**config.mk**
```make
export PLATFORM = sky130hd
export DESIGN_NAME = pc_sequencer_flat
export DESIGN_NICKNAME = d
export VERILOG_FILES = /design/src/rtl/mips_pkg.sv /design/src/rtl/pc_sequencer_if.sv /design/src/rtl/pc_target_calc.sv /design/src/rtl/pc_sequencer.sv /design/src/flat_wrapper.sv
export SDC_FILE = /design/constraint.sdc
export NUM_CORES = 1
export LEC_CHECK = 0
export CAP_MARGIN = 0
export CORE_AREA = 2 2 135 137
export DETAILED_ROUTE_END_ITERATION = 10
export DIE_AREA = 0 0 137 139
export GPL_ROUTABILITY_DRIVEN = 0
export PLACE_DENSITY = 0.86
export SLEW_MARGIN = 15
export SYNTH_ARGS = -nofsm -noshare
export SYNTH_HDL_FRONTEND = slang
export SYNTH_SLANG_ARGS = --single-unit
```
**constraint.sdc**
```tcl
create_clock -name clock -period 6 [get_ports clock]
set_clock_uncertainty 0.2 [all_clocks]
set_input_delay 0.9 -clock clock [delete_from_list [all_inputs] [get_ports clock]]
set_output_delay 0.9 -clock clock [all_outputs]
set_load 0.01 [all_outputs]
```
**src/rtl/mips_pkg.sv**
```systemverilog
// Shared MIPS front-end constants and the fetch sequencer state type.
package mips_pkg;

  localparam logic [31:0] RESET_PC = 32'h0000_0000;
  localparam logic [5:0]  J_OP     = 6'd2;
  localparam logic [5:0]  JAL_OP   = 6'd3;
  localparam logic [5:0]  ALU_OP   = 6'd0;
  localparam logic [5:0]  JR_FUNCT = 6'd8;

  typedef enum logic [1:0] {
    BOOT  = 2'd0,
    FETCH = 2'd1,
    HOLD  = 2'd2,
    DRAIN = 2'd3
  } seq_state_t;

endpackage

```
**src/rtl/pc_sequencer_if.sv**
```systemverilog
// Instruction-memory fetch handshake: request/address out, ack/data back.
interface pc_sequencer_if;

  logic        req;
  logic [31:0] addr;
  logic        ack;
  logic [31:0] rdata;

  modport master (output req, output addr, input ack, input rdata);
  modport slave  (input req, input addr, output ack, output rdata);

endinterface

```
**src/rtl/pc_target_calc.sv**
```systemverilog
// Decodes the IDEX instruction into a redirect request, its target and pc+4.
module pc_target_calc #(
  parameter logic [5:0] J_OP     = mips_pkg::J_OP,
  parameter logic [5:0] JAL_OP   = mips_pkg::JAL_OP,
  parameter logic [5:0] ALU_OP   = mips_pkg::ALU_OP,
  parameter logic [5:0] JR_FUNCT = mips_pkg::JR_FUNCT
) (
  input  logic        ex_valid,
  input  logic [5:0]  ex_op,
  input  logic [5:0]  ex_funct,
  input  logic [25:0] ex_jtarget,
  input  logic [31:0] ex_rs_val,
  input  logic [31:0] pc,
  output logic        redirect,
  output logic [31:0] target,
  output logic [31:0] pc_plus4
);

  logic is_jump;
  logic is_jr;

  assign is_jump  = (ex_op == J_OP) || (ex_op == JAL_OP);
  assign is_jr    = (ex_op == ALU_OP) && (ex_funct == JR_FUNCT);
  assign redirect = ex_valid & (is_jump | is_jr);
  // Absolute jump index: upper nibble forced to zero, not taken from pc.
  assign target   = is_jump ? {4'b0000, ex_jtarget, 2'b00} : ex_rs_val;
  assign pc_plus4 = pc + 32'd4;

endmodule

```
**src/rtl/pc_sequencer.sv**
```systemverilog
// Program counter and fetch sequencer feeding the IF/ID register.
// Build option DELAY_SLOT_EN: a redirect keeps the IF/ID instruction as the delay slot.
module pc_sequencer #(
  parameter logic [31:0] RESET_PC = mips_pkg::RESET_PC,
  parameter logic [5:0]  J_OP     = mips_pkg::J_OP,
  parameter logic [5:0]  JAL_OP   = mips_pkg::JAL_OP,
  parameter logic [5:0]  ALU_OP   = mips_pkg::ALU_OP,
  parameter logic [5:0]  JR_FUNCT = mips_pkg::JR_FUNCT
) (
  input  logic            clock,
  input  logic            reset,
  input  logic            stall,
  input  logic            ex_valid,
  input  logic [5:0]      ex_op,
  input  logic [5:0]      ex_funct,
  input  logic [25:0]     ex_jtarget,
  input  logic [31:0]     ex_rs_val,
  pc_sequencer_if.master  imem,
  output logic            if_valid,
  output logic [31:0]     if_instr,
  output logic [31:0]     if_pc,
  output logic            flush,
  output logic [31:0]     pc
);

  mips_pkg::seq_state_t state_reg, state_next;

  logic [31:0] pc_reg, pc_next;
  logic [31:0] addr_reg, addr_next;
  logic [31:0] if_instr_reg, if_instr_next;
  logic [31:0] if_pc_reg, if_pc_next;
  logic [31:0] buf_reg, buf_next;
  logic        if_valid_reg, if_valid_next;
  logic        flush_reg, flush_next;

  logic        redirect;
  logic        take_redirect;
  logic        park;
  logic [31:0] target;
  logic [31:0] pc_plus4;

  pc_target_calc #(
    .J_OP(J_OP), .JAL_OP(JAL_OP), .ALU_OP(ALU_OP), .JR_FUNCT(JR_FUNCT)
  ) u_target (
    .ex_valid(ex_valid), .ex_op(ex_op), .ex_funct(ex_funct),
    .ex_jtarget(ex_jtarget), .ex_rs_val(ex_rs_val), .pc(pc_reg),
    .redirect(redirect), .target(target), .pc_plus4(pc_plus4)
  );

  assign take_redirect = redirect && (state_reg != mips_pkg::BOOT);
  // A response that would overwrite a stalled IF/ID entry must be parked.
  assign park          = imem.ack && stall && if_valid_reg;

  always_ff @(posedge clock or posedge reset) begin
    if (reset) state_reg <= mips_pkg::BOOT;
    else       state_reg <= state_next;
  end

  always_comb begin
    state_next = state_reg;
    case (state_reg)
      mips_pkg::BOOT:  state_next = mips_pkg::FETCH;
      mips_pkg::FETCH: begin
        if (redirect)  state_next = imem.ack ? mips_pkg::FETCH : mips_pkg::DRAIN;
        else if (park) state_next = mips_pkg::HOLD;
      end
      mips_pkg::HOLD:  if (redirect || !stall) state_next = mips_pkg::FETCH;
      mips_pkg::DRAIN: if (imem.ack) state_next = mips_pkg::FETCH;
      default:         state_next = mips_pkg::BOOT;
    endcase
  end

  always_comb begin
    imem.req = (state_reg == mips_pkg::FETCH) || (state_reg == mips_pkg::DRAIN);
  end

  always_comb begin
    pc_next       = pc_reg;
    if_valid_next = if_valid_reg;
    if_instr_next = if_instr_reg;
    if_pc_next    = if_pc_reg;
    buf_next      = buf_reg;
    flush_next    = 1'b0;
    if (take_redirect) begin
      pc_next    = target;
      flush_next = 1'b1;
`ifdef DELAY_SLOT_EN
      if_valid_next = if_valid_reg;
`else
      if_valid_next = 1'b0;
`endif
    end else begin
      case (state_reg)
        mips_pkg::FETCH: begin
          if (park) begin
            buf_next = imem.rdata;
          end else if (imem.ack) begin
            if_instr_next = imem.rdata;
            if_pc_next    = pc_reg;
            if_valid_next = 1'b1;
            pc_next       = pc_plus4;
          end
        end
        mips_pkg::HOLD: begin
          if (!stall) begin
            if_instr_next = buf_reg;
            if_pc_next    = pc_reg;
            if_valid_next = 1'b1;
            pc_next       = pc_plus4;
          end
        end
        default: ;
      endcase
    end
    // While draining, the bus must keep presenting the abandoned address.
    addr_next = (state_next == mips_pkg::DRAIN) ? addr_reg : pc_next;
  end

  always_ff @(posedge clock or posedge reset) begin
    if (reset) begin
      pc_reg       <= RESET_PC;
      addr_reg     <= RESET_PC;
      if_valid_reg <= 1'b0;
      if_instr_reg <= 32'd0;
      if_pc_reg    <= 32'd0;
      buf_reg      <= 32'd0;
      flush_reg    <= 1'b0;
    end else begin
      pc_reg       <= pc_next;
      addr_reg     <= addr_next;
      if_valid_reg <= if_valid_next;
      if_instr_reg <= if_instr_next;
      if_pc_reg    <= if_pc_next;
      buf_reg      <= buf_next;
      flush_reg    <= flush_next;
    end
  end

  assign imem.addr = addr_reg;
  assign if_valid  = if_valid_reg;
  assign if_instr  = if_instr_reg;
  assign if_pc     = if_pc_reg;
  assign flush     = flush_reg;
  assign pc        = pc_reg;

endmodule

```
**src/flat_wrapper.sv**
```systemverilog
// flat-port wrapper written by rule: the top's interface ports become plain ports
module pc_sequencer_flat 
#(
  parameter logic [31:0] RESET_PC = mips_pkg::RESET_PC,
  parameter logic [5:0]  J_OP     = mips_pkg::J_OP,
  parameter logic [5:0]  JAL_OP   = mips_pkg::JAL_OP,
  parameter logic [5:0]  ALU_OP   = mips_pkg::ALU_OP,
  parameter logic [5:0]  JR_FUNCT = mips_pkg::JR_FUNCT
)
  (clock, reset, stall, ex_valid, ex_op, ex_funct, ex_jtarget, ex_rs_val, if_valid, if_instr, if_pc, flush, pc, imem_req, imem_addr, imem_ack, imem_rdata);
  pc_sequencer_if imem_i ();
  input  logic clock;
  input  logic reset;
  input  logic stall;
  input  logic ex_valid;
  input  logic [5:0] ex_op;
  input  logic [5:0] ex_funct;
  input  logic [25:0] ex_jtarget;
  input  logic [31:0] ex_rs_val;
  output logic if_valid;
  output logic [31:0] if_instr;
  output logic [31:0] if_pc;
  output logic flush;
  output logic [31:0] pc;
  output wire logic [$bits(imem_i.req)-1:0] imem_req;
  output wire logic [$bits(imem_i.addr)-1:0] imem_addr;
  input wire logic [$bits(imem_i.ack)-1:0] imem_ack;
  input wire logic [$bits(imem_i.rdata)-1:0] imem_rdata;
  assign imem_req = imem_i.req;
  assign imem_addr = imem_i.addr;
  assign imem_i.ack = imem_ack;
  assign imem_i.rdata = imem_rdata;
  pc_sequencer #(.RESET_PC(RESET_PC), .J_OP(J_OP), .JAL_OP(JAL_OP), .ALU_OP(ALU_OP), .JR_FUNCT(JR_FUNCT)) u_core (.clock(clock), .reset(reset), .stall(stall), .ex_valid(ex_valid), .ex_op(ex_op), .ex_funct(ex_funct), .ex_jtarget(ex_jtarget), .ex_rs_val(ex_rs_val), .imem(imem_i), .if_valid(if_valid), .if_instr(if_instr), .if_pc(if_pc), .flush(flush), .pc(pc));
endmodule
```
==> results.py <==
metrics = {
    "detailed_routing": {
        "avgViaCountPerCell": 5.65,
        "drt_total_wl_mm": 24.5,
        "drt_pass1_iterations": 5,
        "ant_nets": 0,
        "dr_total_vias": 6937,
        "dr.first_iter.drc_count": 699,
        "drt-wirelength-per-cell_um": 20.0,
        "drc": 0,
    },
    "logic_synthesis": {
        "syn_area_um2": 7740,
        "syn_avg_cell_area_um2": 10.1,
        "synthTopCellsByArea": "sky130_fd_sc_hd__dfrtp_1, sky130_fd_sc_hd__mux2_2, sky130_fd_sc_hd__nand2_1",
        "post_synth_inst_count": 764,
        "ys_seq_elements": 164,
        "synthesis.yosys.warnings": 0,
        "ys.flop_type": "sky130_fd_sc_hd__dfrtp_1",
        "synth_top_area_frac": 0.530,
        "synth-async-reset-ratio": 1.00,
        "ys_seq_area_frac": 0.530,
        "synth_fp_nets": 876,
        "netlist.top_cell.by_area": "sky130_fd_sc_hd__dfrtp_1",
        "synth_cell_types": 57,
        "synth_edf_count": 0,
    },
    "sta": {
        "min_period_over_period": 0.643,
        "max_slew_margin": 0.264,
        "setup-violations-final": 0,
        "final.min_clock_period_ns": 3.86,
        "setup_total_negative_slack_ns": 0,
        "rsz0062_at_grt": "false",
        "tightest_slew_ns": 1.10,
        "final_max_slew_viol_count": 0,
        "timing_hold_violations_final": 0,
        "maxClockFrequency_mhz": 259,
    },
    "die": {
        "dieWidth_um": 137,
        "core_region_area_um2": 17700,
        "dieArea_um2": 19000,
        "floorplan.die.height_um": 139,
        "placement_rows": 49,
        "num_io_pins": 238,
        "initial_core_util": 0.438,
    },
    "grt": {
        "globalRouteOverflowTotal": 0,
        "grt_max_degree": 72,
        "grt_pass1_vias": 6771,
        "antenna_found_initial": 0,
        "grt_pass1_wl_mm": 37.8,
        "grt_usage": 0.259,
    },
    "cts": {
        "ctsHtreeMaxLevel": 4,
        "postCtsResizedCells": 0,
        "cts_tree": "built",
        "clkLatencyLatePin_ns": 0.43,
        "cts.hold.buffers_added": 0,
        "total_number_of_clock_tree_sinks": 164,
        "cts_root_buf": "sky130_fd_sc_hd__clkbuf_16",
        "clk_buf_depth": 2,
        "total_clock_buffers_created_by_cts": 17,
        "number_of_buffers_inserted_to_repair_setup_after_cts": 0,
        "clk_transition_reported_paths_ns": 0.06,
    },
    "layout": {
        "area_delta_synth_final_pct": 41.4,
        "most_common_cell_after_layout_fill_and_taps_aside": "sky130_fd_sc_hd__clkdlybuf4s50_1",
        "final_net_count": 1098,
        "layout.cells.most_common_list": "sky130_fd_sc_hd__clkdlybuf4s50_1, sky130_fd_sc_hd__nand2_1, sky130_fd_sc_hd__dfrtp_1",
        "diodes": 0,
        "filler_cell_count_in_the_final_layout": 1403,
        "drive_gt1_frac": 0.127,
    },
    "pwr": {
        "power_density_nw_per_um2": 459,
        "fin_total_pwr_mw": 5.03,
        "static_leakage_nw": 4.69,
        "vdd.ir_drop.worst_mv": 0.264,
    },
    "worst_setup_path": {
        "path_common_cell": "sky130_fd_sc_hd__buf_4",
        "crit_chain": "clkdlybuf4s50_1 > nor4_1 > buf_4 > and3b_1 > nand2_1 > inv_2 > buf_4 > nand3_1 > o311a_1 > mux2_2",
        "worst-path-max-fanout": 31,
        "regToRegSetupSlack_ns": 2.25,
        "crit_buf_inv": 4,
        "critical_path_max_stage_delay_ns": 0.61,
        "crit_type": "in2reg",
        "cpLargestDelayFamily": "buffers and inverters",
        "regToRegStartpoint": "u_core.state_reg[0]$_DFF_PP0_",
        "crit_path_end_kind": "register",
        "required_ns": 6.11,
        "worst-r2r-cell-count": 10,
        "critical-path-slowest-cell": "sky130_fd_sc_hd__inv_2",
        "arrival_ns": 3.97,
        "reg_to_reg_endpoint": "u_core.imem.addr[29]$_DFFE_PP0P_",
        "cp-start-kind": "input port",
    },
    "place": {
        "dp_hpwl_mm": 17.4,
        "placement.io_buffers": 237,
    },
    "hold_path": {
        "hold_path.class": "reg2reg",
        "min_path_cells": 2,
        "holdPathEnd": "u_core.if_pc[11]$_DFFE_PP0P_",
        "holdCritStartpoint": "u_core.if_pc[11]$_DFFE_PP0P_",
    },
    "status": {
        "outcome": "complete, no violations",
    },
    "flow_run": {
        "drv_cap": 0,
    },
}
[cell families after synthesis]
| group | Yosys count | share of synthesized area |
|---|---|---|
| buffers and inverters | 56 | 0.0293 |
| AOI/OAI and AO/OA | 148 | 0.125 |
| adders and majority gates | 5 | 0.00809 |
| DFF | 164 | 0.530 |
| and+or+nand+nor | 290 | 0.166 |
| muxes | 101 | 0.141 |
[cells in the mapped netlist (3+ instances only)]
cell and number:
sky130_fd_sc_hd__a41oi_1 3, sky130_fd_sc_hd__nor4_1 12, sky130_fd_sc_hd__buf_2 4, sky130_fd_sc_hd__ha_1 5
sky130_fd_sc_hd__nor2_1 23, sky130_fd_sc_hd__clkbuf_1 34, sky130_fd_sc_hd__o311a_1 3, sky130_fd_sc_hd__a32oi_1 8
sky130_fd_sc_hd__a31oi_1 21, sky130_fd_sc_hd__o211ai_1 4, sky130_fd_sc_hd__a21oi_1 16, sky130_fd_sc_hd__nand4_1 11
sky130_fd_sc_hd__nor3_1 12, sky130_fd_sc_hd__a21o_1 5, sky130_fd_sc_hd__dfrtp_1 164, sky130_fd_sc_hd__a211oi_1 12
sky130_fd_sc_hd__mux2_2 65, sky130_fd_sc_hd__or3_1 3, sky130_fd_sc_hd__nand2_1 193, sky130_fd_sc_hd__mux2i_1 34
sky130_fd_sc_hd__buf_1 7, sky130_fd_sc_hd__nand3_1 14, sky130_fd_sc_hd__nand2b_1 3, sky130_fd_sc_hd__o21ai_0 54
sky130_fd_sc_hd__inv_1 8, sky130_fd_sc_hd__o31a_1 4
[per-stage QoR]
step	std cells	setup WS, ns	util	hold WS [ns]	instance area [µm²]
final	1228	2.14	0.620	0.276	10900
after global routing	1228	1.95	0.620	0.294	10900
after CTS	1228	2.21	0.619	0.279	10900
after detailed placement	1196	1.79	0.585	0.263	10300
after global placement	1196	1.91	0.585	0.258	10300
after floorplan	764	0.467	-	0.280	7740
[area by class of cell]
type                    instances  area [µm²]  share of cell area
well taps                     229         287              0.0262
flip-flops and latches        164        4100               0.375
clock inverters                13         145              0.0133
repair buffers                250        2470               0.226
inverters                       9        38.8             0.00354
multi-input cells             544        3450               0.315
clock buffers                  19         453              0.0414
[layer usage]
metal | vias up | share of wire | GRT usage
li1 | 3167 | - | -
met1 | 3392 | 0.42 | 0.355
met2 | 322 | 0.47 | 0.389
met3 | 56 | 0.079 | 0.0643
met4 | 0 | 0.039 | 0.114
met5 | - | 0 | 0
[where the power goes]
group,internal (mW),switching [mW]
Clock,0.641,0.469
Sequential,1.51,0.323
Combinational,1.02,1.06
Total,3.17,1.86
[worst reg2reg max path, cell delays in order, from the launching register on]
cell and delay [ns]:
sky130_fd_sc_hd__dfrtp_1 0.41, sky130_fd_sc_hd__inv_1 0.13, sky130_fd_sc_hd__ha_2 0.37, sky130_fd_sc_hd__buf_4 0.50, sky130_fd_sc_hd__a21oi_1 0.13, sky130_fd_sc_hd__o211ai_1 0.37, sky130_fd_sc_hd__a21o_2 0.70, sky130_fd_sc_hd__buf_4 0.38
sky130_fd_sc_hd__nor3b_1 0.09, sky130_fd_sc_hd__a211oi_1 0.22, sky130_fd_sc_hd__mux2_2 0.20
[worst max path at each step]
stage	from	to	slack, ns	cells past startpoint
after detailed placement	ex_op[5]	u_core.imem.addr[19]$_DFFE_PP0P_	1.79	10
after CTS	ex_op[5]	u_core.imem.addr[19]$_DFFE_PP0P_	2.21	10
after floorplan	reset	u_core.buf_reg[0]$_DFFE_PP0N_	0.47	1
after global placement	ex_op[5]	u_core.imem.addr[19]$_DFFE_PP0P_	1.91	10
after global routing	u_core.state_reg[0]$_DFF_PP0_	u_core.imem.addr[29]$_DFFE_PP0P_	1.95	10
final	ex_op[5]	u_core.imem.addr[19]$_DFFE_PP0P_	2.14	10
No activity file was read; power rests on OpenSTA's default activity.
